**src/rtl/sokoban_pkg.sv**
```systemverilog
// rtl/sokoban_pkg.sv - shared direction codes, key constants and repeat FSM states
package sokoban_pkg;

    // Direction codes equal the KEY index that produces them.
    localparam logic [1:0] DIR_RIGHT = 2'd0;
    localparam logic [1:0] DIR_DOWN  = 2'd1;
    localparam logic [1:0] DIR_UP    = 2'd2;
    localparam logic [1:0] DIR_LEFT  = 2'd3;

    localparam logic [3:0] KEYS_RELEASED = 4'b1111;

    typedef enum logic [1:0] {
        IDLE = 2'd0,
        HOLD = 2'd1,
        RPT  = 2'd2
    } rpt_state_e;

    // Lowest set bit wins when several keys press together.
    function automatic logic [1:0] lowest_key(input logic [3:0] v);
        if (v[0])      return DIR_RIGHT;
        else if (v[1]) return DIR_DOWN;
        else if (v[2]) return DIR_UP;
        else           return DIR_LEFT;
    endfunction

endpackage

```
**src/rtl/key_move_encoder_if.sv**
```systemverilog
// rtl/key_move_encoder_if.sv - valid/ready direction command channel
// cmd_valid : command held in the output register
// cmd_ready : consumer accepts; transfer on cmd_valid & cmd_ready
// cmd_dir   : 0 right, 1 down, 2 up, 3 left
interface key_move_encoder_if;
    logic       cmd_valid;
    logic       cmd_ready;
    logic [1:0] cmd_dir;

    modport master (output cmd_valid, output cmd_dir, input cmd_ready);
    modport slave  (input cmd_valid, input cmd_dir, output cmd_ready);
endinterface

```
**src/rtl/key_move_encoder_debounce.sv**
```systemverilog
// rtl/key_move_encoder_debounce.sv - one-bit 2-flop synchroniser plus debounce counter
// CLOCK_50 : clock
// resetn   : synchronous active-low reset
// key_raw  : asynchronous raw key level
// key_db   : debounced level, resets to 1 (released)
module key_debounce #(
    parameter int DEBOUNCE_CYCLES = 500000,
    parameter int CNT_W           = 25
) (
    input  logic CLOCK_50,
    input  logic resetn,
    input  logic key_raw,
    output logic key_db
);
    localparam logic [CNT_W-1:0] CNT_LAST = CNT_W'(DEBOUNCE_CYCLES - 1);

    logic             sync1_q, sync1_d;
    logic             sync2_q, sync2_d;
    logic             db_q, db_d;
    logic [CNT_W-1:0] cnt_q, cnt_d;

    always_comb begin
        sync1_d = key_raw;
        sync2_d = sync1_q;
        db_d    = db_q;
        cnt_d   = '0;
        // Count only while the levels disagree; any agreement restarts the run.
        if (sync2_q != db_q) begin
            if (cnt_q == CNT_LAST) db_d  = sync2_q;
            else                   cnt_d = cnt_q + 1'b1;
        end
    end

    always_ff @(posedge CLOCK_50) begin
        if (!resetn) begin
            sync1_q <= 1'b1;
            sync2_q <= 1'b1;
            db_q    <= 1'b1;
            cnt_q   <= '0;
        end else begin
            sync1_q <= sync1_d;
            sync2_q <= sync2_d;
            db_q    <= db_d;
            cnt_q   <= cnt_d;
        end
    end

    assign key_db = db_q;

endmodule

```
**src/rtl/key_move_encoder.sv**
```systemverilog
// rtl/key_move_encoder.sv - debounced KEY presses to single direction commands with auto-repeat
// CLOCK_50  : clock
// resetn    : synchronous active-low reset
// KEY       : raw active-low push buttons
// cmd_if    : valid/ready command channel (master side)
// keys_idle : registered, all debounced keys released
// overflow  : sticky, an event was dropped under backpressure
module key_move_encoder
    import sokoban_pkg::*;
#(
    parameter int DEBOUNCE_CYCLES = 500000,
    parameter int REPEAT_EN       = 1,
    parameter int REPEAT_DELAY    = 25000000,
    parameter int REPEAT_PERIOD   = 10000000,
    parameter int CNT_W           = 25
) (
    input  logic                CLOCK_50,
    input  logic                resetn,
    input  logic [3:0]          KEY,
    key_move_encoder_if.master  cmd_if,
    output logic                keys_idle,
    output logic                overflow
);
    logic [3:0] db;

    for (genvar i = 0; i < 4; i++) begin : g_db
        key_debounce #(
            .DEBOUNCE_CYCLES (DEBOUNCE_CYCLES),
            .CNT_W           (CNT_W)
        ) u_db (
            .CLOCK_50 (CLOCK_50),
            .resetn   (resetn),
            .key_raw  (KEY[i]),
            .key_db   (db[i])
        );
    end

    logic [3:0]       db_prev_q, db_prev_d;
    rpt_state_e       state_q, state_d;
    logic [CNT_W-1:0] timer_q, timer_d;
    logic [1:0]       track_q, track_d;
    logic             valid_q, valid_d;
    logic [1:0]       dir_q, dir_d;
    logic             ovf_q, ovf_d;
    logic             idle_q, idle_d;

    logic [3:0] press_evt, rise_evt;
    logic       ev;
    logic [1:0] ev_dir;

    always_comb begin
        db_prev_d = db;
        state_d   = state_q;
        timer_d   = timer_q;
        track_d   = track_q;
        valid_d   = valid_q;
        dir_d     = dir_q;
        ovf_d     = ovf_q;
        idle_d    = (db == KEYS_RELEASED);
        ev        = 1'b0;
        ev_dir    = '0;

        press_evt = db_prev_q & ~db;
        rise_evt  = ~db_prev_q & db;

        // A new press always wins, even over release of the tracked key.
        if (|press_evt) begin
            ev     = 1'b1;
            ev_dir = lowest_key(press_evt);
            if (REPEAT_EN != 0) begin
                track_d = ev_dir;
                timer_d = CNT_W'(REPEAT_DELAY);
                state_d = HOLD;
            end
        end else if (state_q != IDLE) begin
            if (rise_evt[track_q]) begin
                state_d = IDLE;
            end else if (timer_q == CNT_W'(1)) begin
                ev      = 1'b1;
                ev_dir  = track_q;
                timer_d = CNT_W'(REPEAT_PERIOD);
                state_d = RPT;
            end else begin
                timer_d = timer_q - 1'b1;
            end
        end

        // One-entry output register; a blocked event is dropped, not queued.
        if (ev) begin
            if (!valid_q || cmd_if.cmd_ready) begin
                valid_d = 1'b1;
                dir_d   = ev_dir;
            end else begin
                ovf_d = 1'b1;
            end
        end else if (valid_q && cmd_if.cmd_ready) begin
            valid_d = 1'b0;
        end
    end

    always_ff @(posedge CLOCK_50) begin
        if (!resetn) begin
            db_prev_q <= KEYS_RELEASED;
            state_q   <= IDLE;
            timer_q   <= '0;
            track_q   <= '0;
            valid_q   <= 1'b0;
            dir_q     <= '0;
            ovf_q     <= 1'b0;
            idle_q    <= 1'b1;
        end else begin
            db_prev_q <= db_prev_d;
            state_q   <= state_d;
            timer_q   <= timer_d;
            track_q   <= track_d;
            valid_q   <= valid_d;
            dir_q     <= dir_d;
            ovf_q     <= ovf_d;
            idle_q    <= idle_d;
        end
    end

    assign cmd_if.cmd_valid = valid_q;
    assign cmd_if.cmd_dir   = dir_q;
    assign keys_idle        = idle_q;
    assign overflow         = ovf_q;

endmodule

```
**src/flat_wrapper.sv**
```systemverilog
// flat-port wrapper written by rule: the top's interface ports become plain ports
module key_move_encoder_flat import sokoban_pkg::*;
#(
    parameter int DEBOUNCE_CYCLES = 500000,
    parameter int REPEAT_EN       = 1,
    parameter int REPEAT_DELAY    = 25000000,
    parameter int REPEAT_PERIOD   = 10000000,
    parameter int CNT_W           = 25
)
  (CLOCK_50, resetn, KEY, keys_idle, overflow, cmd_if_cmd_valid, cmd_if_cmd_dir, cmd_if_cmd_ready);
  key_move_encoder_if cmd_if_i ();
  input  logic CLOCK_50;
  input  logic resetn;
  input  logic [3:0] KEY;
  output logic keys_idle;
  output logic overflow;
  output wire logic [$bits(cmd_if_i.cmd_valid)-1:0] cmd_if_cmd_valid;
  output wire logic [$bits(cmd_if_i.cmd_dir)-1:0] cmd_if_cmd_dir;
  input wire logic [$bits(cmd_if_i.cmd_ready)-1:0] cmd_if_cmd_ready;
  assign cmd_if_cmd_valid = cmd_if_i.cmd_valid;
  assign cmd_if_cmd_dir = cmd_if_i.cmd_dir;
  assign cmd_if_i.cmd_ready = cmd_if_cmd_ready;
  key_move_encoder #(.DEBOUNCE_CYCLES(DEBOUNCE_CYCLES), .REPEAT_EN(REPEAT_EN), .REPEAT_DELAY(REPEAT_DELAY), .REPEAT_PERIOD(REPEAT_PERIOD), .CNT_W(CNT_W)) u_core (.CLOCK_50(CLOCK_50), .resetn(resetn), .KEY(KEY), .cmd_if(cmd_if_i), .keys_idle(keys_idle), .overflow(overflow));
endmodule
```
**config.mk**
```make
export PLATFORM = sky130hd
export DESIGN_NAME = key_move_encoder_flat
export DESIGN_NICKNAME = d
export VERILOG_FILES = /design/src/rtl/sokoban_pkg.sv /design/src/rtl/key_move_encoder_if.sv /design/src/rtl/key_move_encoder_debounce.sv /design/src/rtl/key_move_encoder.sv /design/src/flat_wrapper.sv
export SDC_FILE = /design/constraint.sdc
export NUM_CORES = 1
export LEC_CHECK = 0
export ABC_AREA = 1
export BUFFER_PORTS_ARGS = -buffer_cell sky130_fd_sc_hd__clkbuf_2
export CORE_MARGIN = 4
export CORE_UTILIZATION = 40
export CTS_CLUSTER_DIAMETER = 80
export DETAILED_ROUTE_END_ITERATION = 8
export PLACE_DENSITY_LB_ADDON = 0.1
export SLEW_MARGIN = 25
export SYNTH_ARGS = -nofsm -noshare
export SYNTH_HDL_FRONTEND = slang
export SYNTH_SLANG_ARGS = --single-unit
```
**constraint.sdc**
```tcl
create_clock -name CLOCK_50 -period 1.6 [get_ports CLOCK_50]
set_clock_uncertainty 0.15 [all_clocks]
set_input_delay 0.16 -clock CLOCK_50 [delete_from_list [all_inputs] [get_ports CLOCK_50]]
set_output_delay 0.16 -clock CLOCK_50 [all_outputs]
set_load 0.02 [all_outputs]
```
* Yosys cells after proc, flatten, opt, wreduce, memory -nomap -nowiden
Index checks and enable logic that the tools add are counted.
** Word-level totals
- Register bits after elaboration :: 150
- Input port bits :: 7
- Output and inout port bits :: 5
- Logic and storage cells :: 104
** Cells by class
- Add/subtract/negate cells :: 5
- Magnitude comparators :: 1
- Eq/ne operators :: 12
- Mux-type cells :: 24
- Bitwise logic cells :: 11
- Reductions and logical operators :: 25
** Operator list (count)
- $add A25 B1 Y25 const B :: 4
- $eq A25 B19 Y1 const B :: 4
- $mux W25 :: 4
- $eq A25 B1 Y1 const B :: 1
- $sub A25 B1 Y25 const B :: 1
- $reduce_and A2 Y1 :: 11
- $mux W2 :: 8
- $reduce_or A3 Y1 :: 4
- $mux W1 :: 11
- $and A4 B4 Y4 :: 2
- $not A4 Y4 :: 2
- $reduce_bool A2 Y1 :: 4
- $not A1 Y1 :: 7
- $reduce_or A5 Y1 :: 1
- $eq A4 B4 Y1 const B :: 1
- $ne A1 B1 Y1 :: 4
- $reduce_or A4 Y1 :: 1
- $lt A2 B3 Y1 const B :: 1
- $reduce_bool A3 Y1 :: 1
- $bmux W1 S2 :: 1
- $ne A2 B1 Y1 const B :: 1
- $ne A2 B2 Y1 const B :: 1
- $logic_and A1 B1 Y1 :: 1
- $logic_not A1 Y1 :: 1
- $logic_or A1 B1 Y1 :: 1

* Longest topological paths before layout
- Depth after elaboration :: 9
- Depth in mapped cells :: 12
- Mapped depth without buffers :: 12

* Cells and area by module
From an unflattened synthesis, not the netlist that was laid out.
** Unflattened totals
- Cells, all modules :: 1252
- Area, all modules :: 8269.2 sq um
** By module, submodules not included
- key_debounce :: instances 4, cells each 231, area each 1502.7 sq um, seq. area each 560.5 sq um
- key_move_encoder :: instances 1, cells each 328, area each 2258.4 sq um, seq. area each 760.7 sq um

* Least setup slack after synthesis
Ideal clock, no wire load.
- Kind :: register to register
- Start point :: register u_core.g_db[0].u_db.cnt_q[0]
- End point :: register u_core.g_db[0].u_db.cnt_q[16]
- Arrival time :: 1.460 ns
- Data required time :: 1.335 ns
- Setup slack :: -0.124 ns
- Cell stages (with the launch flop) :: 10
- Buffers on the path :: 1
- Clock period less this slack :: 1.724 ns
- Cell sequence :: dfxtp_1 ha_1 nand2_1 nor2_1 inv_1 nor3_1 nand2_1 nand2_2 buf_6 nor2_1
** On the way
- Cells in the longest elaborated chain, start to end :: 2
- Elaborated cells on any way between the ends :: 3
** Ends and longest elaborated chain
- start: declaration :: RTL line key_move_encoder_debounce.sv:20 : logic [CNT_W-1:0] cnt_q, cnt_d;
- start signal: assignment :: RTL line key_move_encoder_debounce.sv:44 : cnt_q <= cnt_d;
- parallel branches: the longest is 2 deep, another holds $add A25 B1 Y25
Parallel ways; which one is timed is not known.
A chain may end at the register's enable or synchronous reset.

* Worst setup path after layout
- Start point :: register u_core.g_db[1].u_db.cnt_q[0]
- End point :: register u_core.g_db[1].u_db.cnt_q[8]
** On the way
- Cells in the longest elaborated chain, start to end :: 2
- Elaborated cells on any way between the ends :: 3
** Ends and longest elaborated chain (RTL line)
- start: declaration :: key_move_encoder_debounce.sv:20
- start signal: assignment :: key_move_encoder_debounce.sv:44
- parallel branches: the longest is 2 deep, another holds $add A25 B1 Y25
Parallel ways; which one is timed is not known.

==> flow_metrics.py <==
metrics = {
    "cts": {
        "cts_root_buf": "clkbuf_16",
        "htree_levels": 4,
        "numCtsBuffers": 17,
        "clk_latency_ns": 0.42,
        "cts_tree": "done",
        "cts_buffer_depth": 2,
        "cts_sinks": 150,
        "path_clk_slew_ns": 0.06,
    },
    "pwr": {
        "switching_power_mw": 1.68,
        "comb_power_share_pct": 2.3,
        "power_density_mw_per_mm2": 653,
        "p_clk_share_pct": 50.9,
        "ir_worst_vdd_mv": 0.751,
        "sw_frac_of_total_pct": 21.0,
        "fin_total_pwr_mw": 8.01,
        "power_leakage_nw": 4.91,
        "p_seq_share_pct": 46.8,
        "internal_power_mw": 6.33,
    },
    "critical_path": {
        "rr_startpoint": "u_core.g_db[1].u_db.cnt_q[0]",
        "timing.rr.end": "u_core.g_db[1].u_db.cnt_q[8]",
        "crit_arrival_ns": 1.88,
        "cp_max_fo": 6,
        "crit_type": "reg2reg",
        "critPathRequiredTime_ns": 1.76,
        "timing.reg2reg.setup_slack_ns": -0.12,
        "start_kind": "flip-flop",
        "cp-end-kind": "flip-flop",
        "worst-r2r-cell-count": 10,
    },
    "synth": {
        "synth_cell_type_count": 41,
        "synth_ff_type": "dfxtp_1",
        "ys_top_cells_by_area": "dfxtp_1, nand2_1, nor2_1",
        "synth_seq_area_share_pct": 37.5,
        "synth-compound-area-share_pct": 6.73,
        "yosys.area_share.simple_pct": 41.2,
        "synth_top_family_by_area": "simple AND/OR/NAND/NOR gates",
        "yosys.area.top_type": "dfxtp_1",
        "synth.area.mux_share_pct": 0,
        "synthAdderAreaFrac_pct": 0.937,
        "postSynthAreaPerCell_sq_um": 6.85,
        "syn_inst": 1170,
        "synth_enable_flop_cells": 0,
        "yosysWarnings": 0,
        "async_reset_ff_share_pct": 0,
        "syn_nets": 1183,
        "syn_area_sq_mm": 0.00801,
        "synth_xor_area_share_pct": 4.48,
        "ys_ff_latch": 150,
        "synth_top_cell_area_share_pct": 37.5,
    },
    "sta": {
        "setup_viol": 103,
        "finalCriticalPeriod_ns": 1.72,
        "fin_ws_ns": -0.122,
        "final_max_slew_viol_count": 0,
        "setup_tns_ns": -5.08,
        "whs_ns": 0.0411,
        "hold_viol": 0,
        "clock.fmax_ghz": 0.581,
        "fin_crit_sh_pct": 108,
        "relSlewSlack_pct": 63.8,
        "tightest_slew_ns": 0.542,
        "rsz0062_at_grt": "yes",
    },
    "hold_path": {
        "holdPathEnd": "u_core.db_prev_q[3]",
        "hold_depth": 3,
        "holdCritStartpoint": "resetn",
        "hold_class": "in2reg",
    },
    "cells_and_area": {
        "final_cell_mix": "nand2_1, buf_4, inv_1",
        "drive_gt1_share_pct": 44.4,
        "antenna_cells": 0,
        "finalNetCount": 1427,
        "utilization_pct": 62.5,
        "layout_commonest_cell": "nand2_1",
        "fill_cells": 1766,
        "syn2layout_area_growth_pct": 53.0,
    },
    "detailed_routing": {
        "vias": 8277,
        "drt_iter0_drc": 368,
        "drcViolationCount": 0,
        "routedWlPerCell_um": 13.5,
        "routed_wl_mm": 22.8,
        "vias_per_cell": 4.90,
        "first_pass_iters": 5,
        "antenna_left": 0,
    },
    "status": {
        "failed_checks": "setup timing",
        "status": "complete, but fails checks",
    },
    "floorplan": {
        "die_h_um": 150,
        "ioPinCount": 12,
        "die_w_um": 150,
        "initial_core_util_pct": 40.9,
        "die_area_sq_mm": 0.0224,
        "core.rowCount": 51,
        "placeableCoreArea_sq_mm": 0.0196,
    },
    "global_route": {
        "antenna_found_initial": 0,
        "grt_pass1_wl_mm": 36.4,
        "top_usage_layer": "met2",
        "grt_use_met1_pct": 26.1,
        "grtUsageMet3_pct": 3.85,
        "grt_use_met2_pct": 33.2,
        "grt_max_degree": 24,
        "grt.overflow.total": 0,
        "grt_pass1_vias": 7825,
        "globalRouteTotalUtil_pct": 19.7,
    },
    "placed_design": {
        "port_buffers": 11,
        "dp_hpwl_mm": 14.9,
        "place.gp.congestion": 0.887,
    },
    "run": {
        "cap_violations": 0,
    },
}
[synth_stat cells, drive strengths merged (6+ instances only)]
cell and number:
nand2 285, nor2 184, inv 160, dfxtp 150
nand3 97, a21oi 84, nor3 55, nand4 40
xor2 21, xnor2 20, or2 16, buf 12
o21ai 11, nand3b 9, nor3b 7, ha 6
[worst max-delay path: stages, from the launching register on]
cell	delay, ns
dfxtp_4	0.36
ha_4	0.15
nand2_4	0.05
inv_4	0.07
nand2_4	0.06
nor3_4	0.23
nand2_2	0.12
nand2_4	0.09
buf_6	0.12
clkbuf_16	0.15
nor3b_1	0.05
[layer usage]
layer,vias to the layer above,wire [um]
li1,4251,-
met1,3863,10500
met2,131,11100
met3,32,789
met4,0,380
met5,-,0
[repair_timing]
action	4_1_cts	5_1_grt
setup endpoints to repair	117	134
gates resized for setup	56	327
hold endpoints to repair	10	0
hold buffers	6	0
cloned	4	7
setup buffers	20	29
pin swaps	20	104
[cells by family (layout without fill, tap and decap cells)]
| group | Yosys count | after routing |
|---|---|---|
| compound gates | 102 | 102 |
| xor+xnor | 41 | 41 |
| fa+ha+maj | 6 | 6 |
| buf+inv | 175 | 426 |
| flops | 150 | 150 |
| simple gates | 696 | 700 |
[sequential cells by signal, indices dropped and copies added (netlist names), 2 cells and up]
signal                    cells
u_core.g_db.u_db.cnt_q      100
u_core.timer_q               25
u_core.db_prev_q              4
u_core.g_db.u_db.key_db       4
u_core.g_db.u_db.sync1_q      4
u_core.g_db.u_db.sync2_q      4
u_core.cmd_if.cmd_dir         2
u_core.state_q                2
u_core.track_q                2
[through the flow]
stage               instance area [sq um]  cells  setup WS, ns
global route                        12300   1690        -0.200
CTS                                 10800   1660        -0.102
floorplan                            8070   1170       0.00231
detailed placement                   9690   1600        -0.118
finish                              12300   1690        -0.122
global placement                     9690   1600       -0.0824
[final cells by class]
| cell class | count | area [sq um] | area share (%) |
|---|---|---|---|
| multi-input cells | 849 | 5550 | 45.3 |
| repair buffers | 236 | 2080 | 17.0 |
| inverters | 160 | 616 | 5.02 |
| clock inverters | 9 | 128 | 1.04 |
| flip-flops and latches | 150 | 3080 | 25.2 |
| clock buffers | 21 | 460 | 3.76 |
| well taps | 265 | 332 | 2.71 |
[power by group through the flow]
| stage | combinational, mW | sequential, mW | clock [mW] |
|---|---|---|---|
| 3_5_place_dp | 0.105 | 3.84 | 0 |
| 5_1_grt | 0.199 | 3.74 | 4.35 |
| 6_report | 0.185 | 3.74 | 4.08 |
| 3_3_place_gp | 0.105 | 3.84 | 0 |
| 4_1_cts | 0.141 | 3.75 | 4.17 |
| 2_1_floorplan | 0.0624 | 3.84 | 0 |
[worst max path at each step]
stage | end | depth (start not counted) | startpoint | slack (ns)
finish | u_core.g_db[1].u_db.cnt_q[8] | 10 | u_core.g_db[1].u_db.cnt_q[0] | -0.12
CTS | u_core.overflow | 11 | u_core.timer_q[1] | -0.10
detailed placement | u_core.timer_q[2] | 11 | u_core.timer_q[1] | -0.12
floorplan | u_core.g_db[0].u_db.cnt_q[16] | 9 | u_core.g_db[0].u_db.cnt_q[0] | 0.002
global route | u_core.cmd_if.cmd_dir[1] | 10 | u_core.timer_q[1] | -0.20
global placement | u_core.cmd_if.cmd_dir[0] | 11 | u_core.timer_q[1] | -0.08
Note: power is estimated with default switching activity, not from simulation.
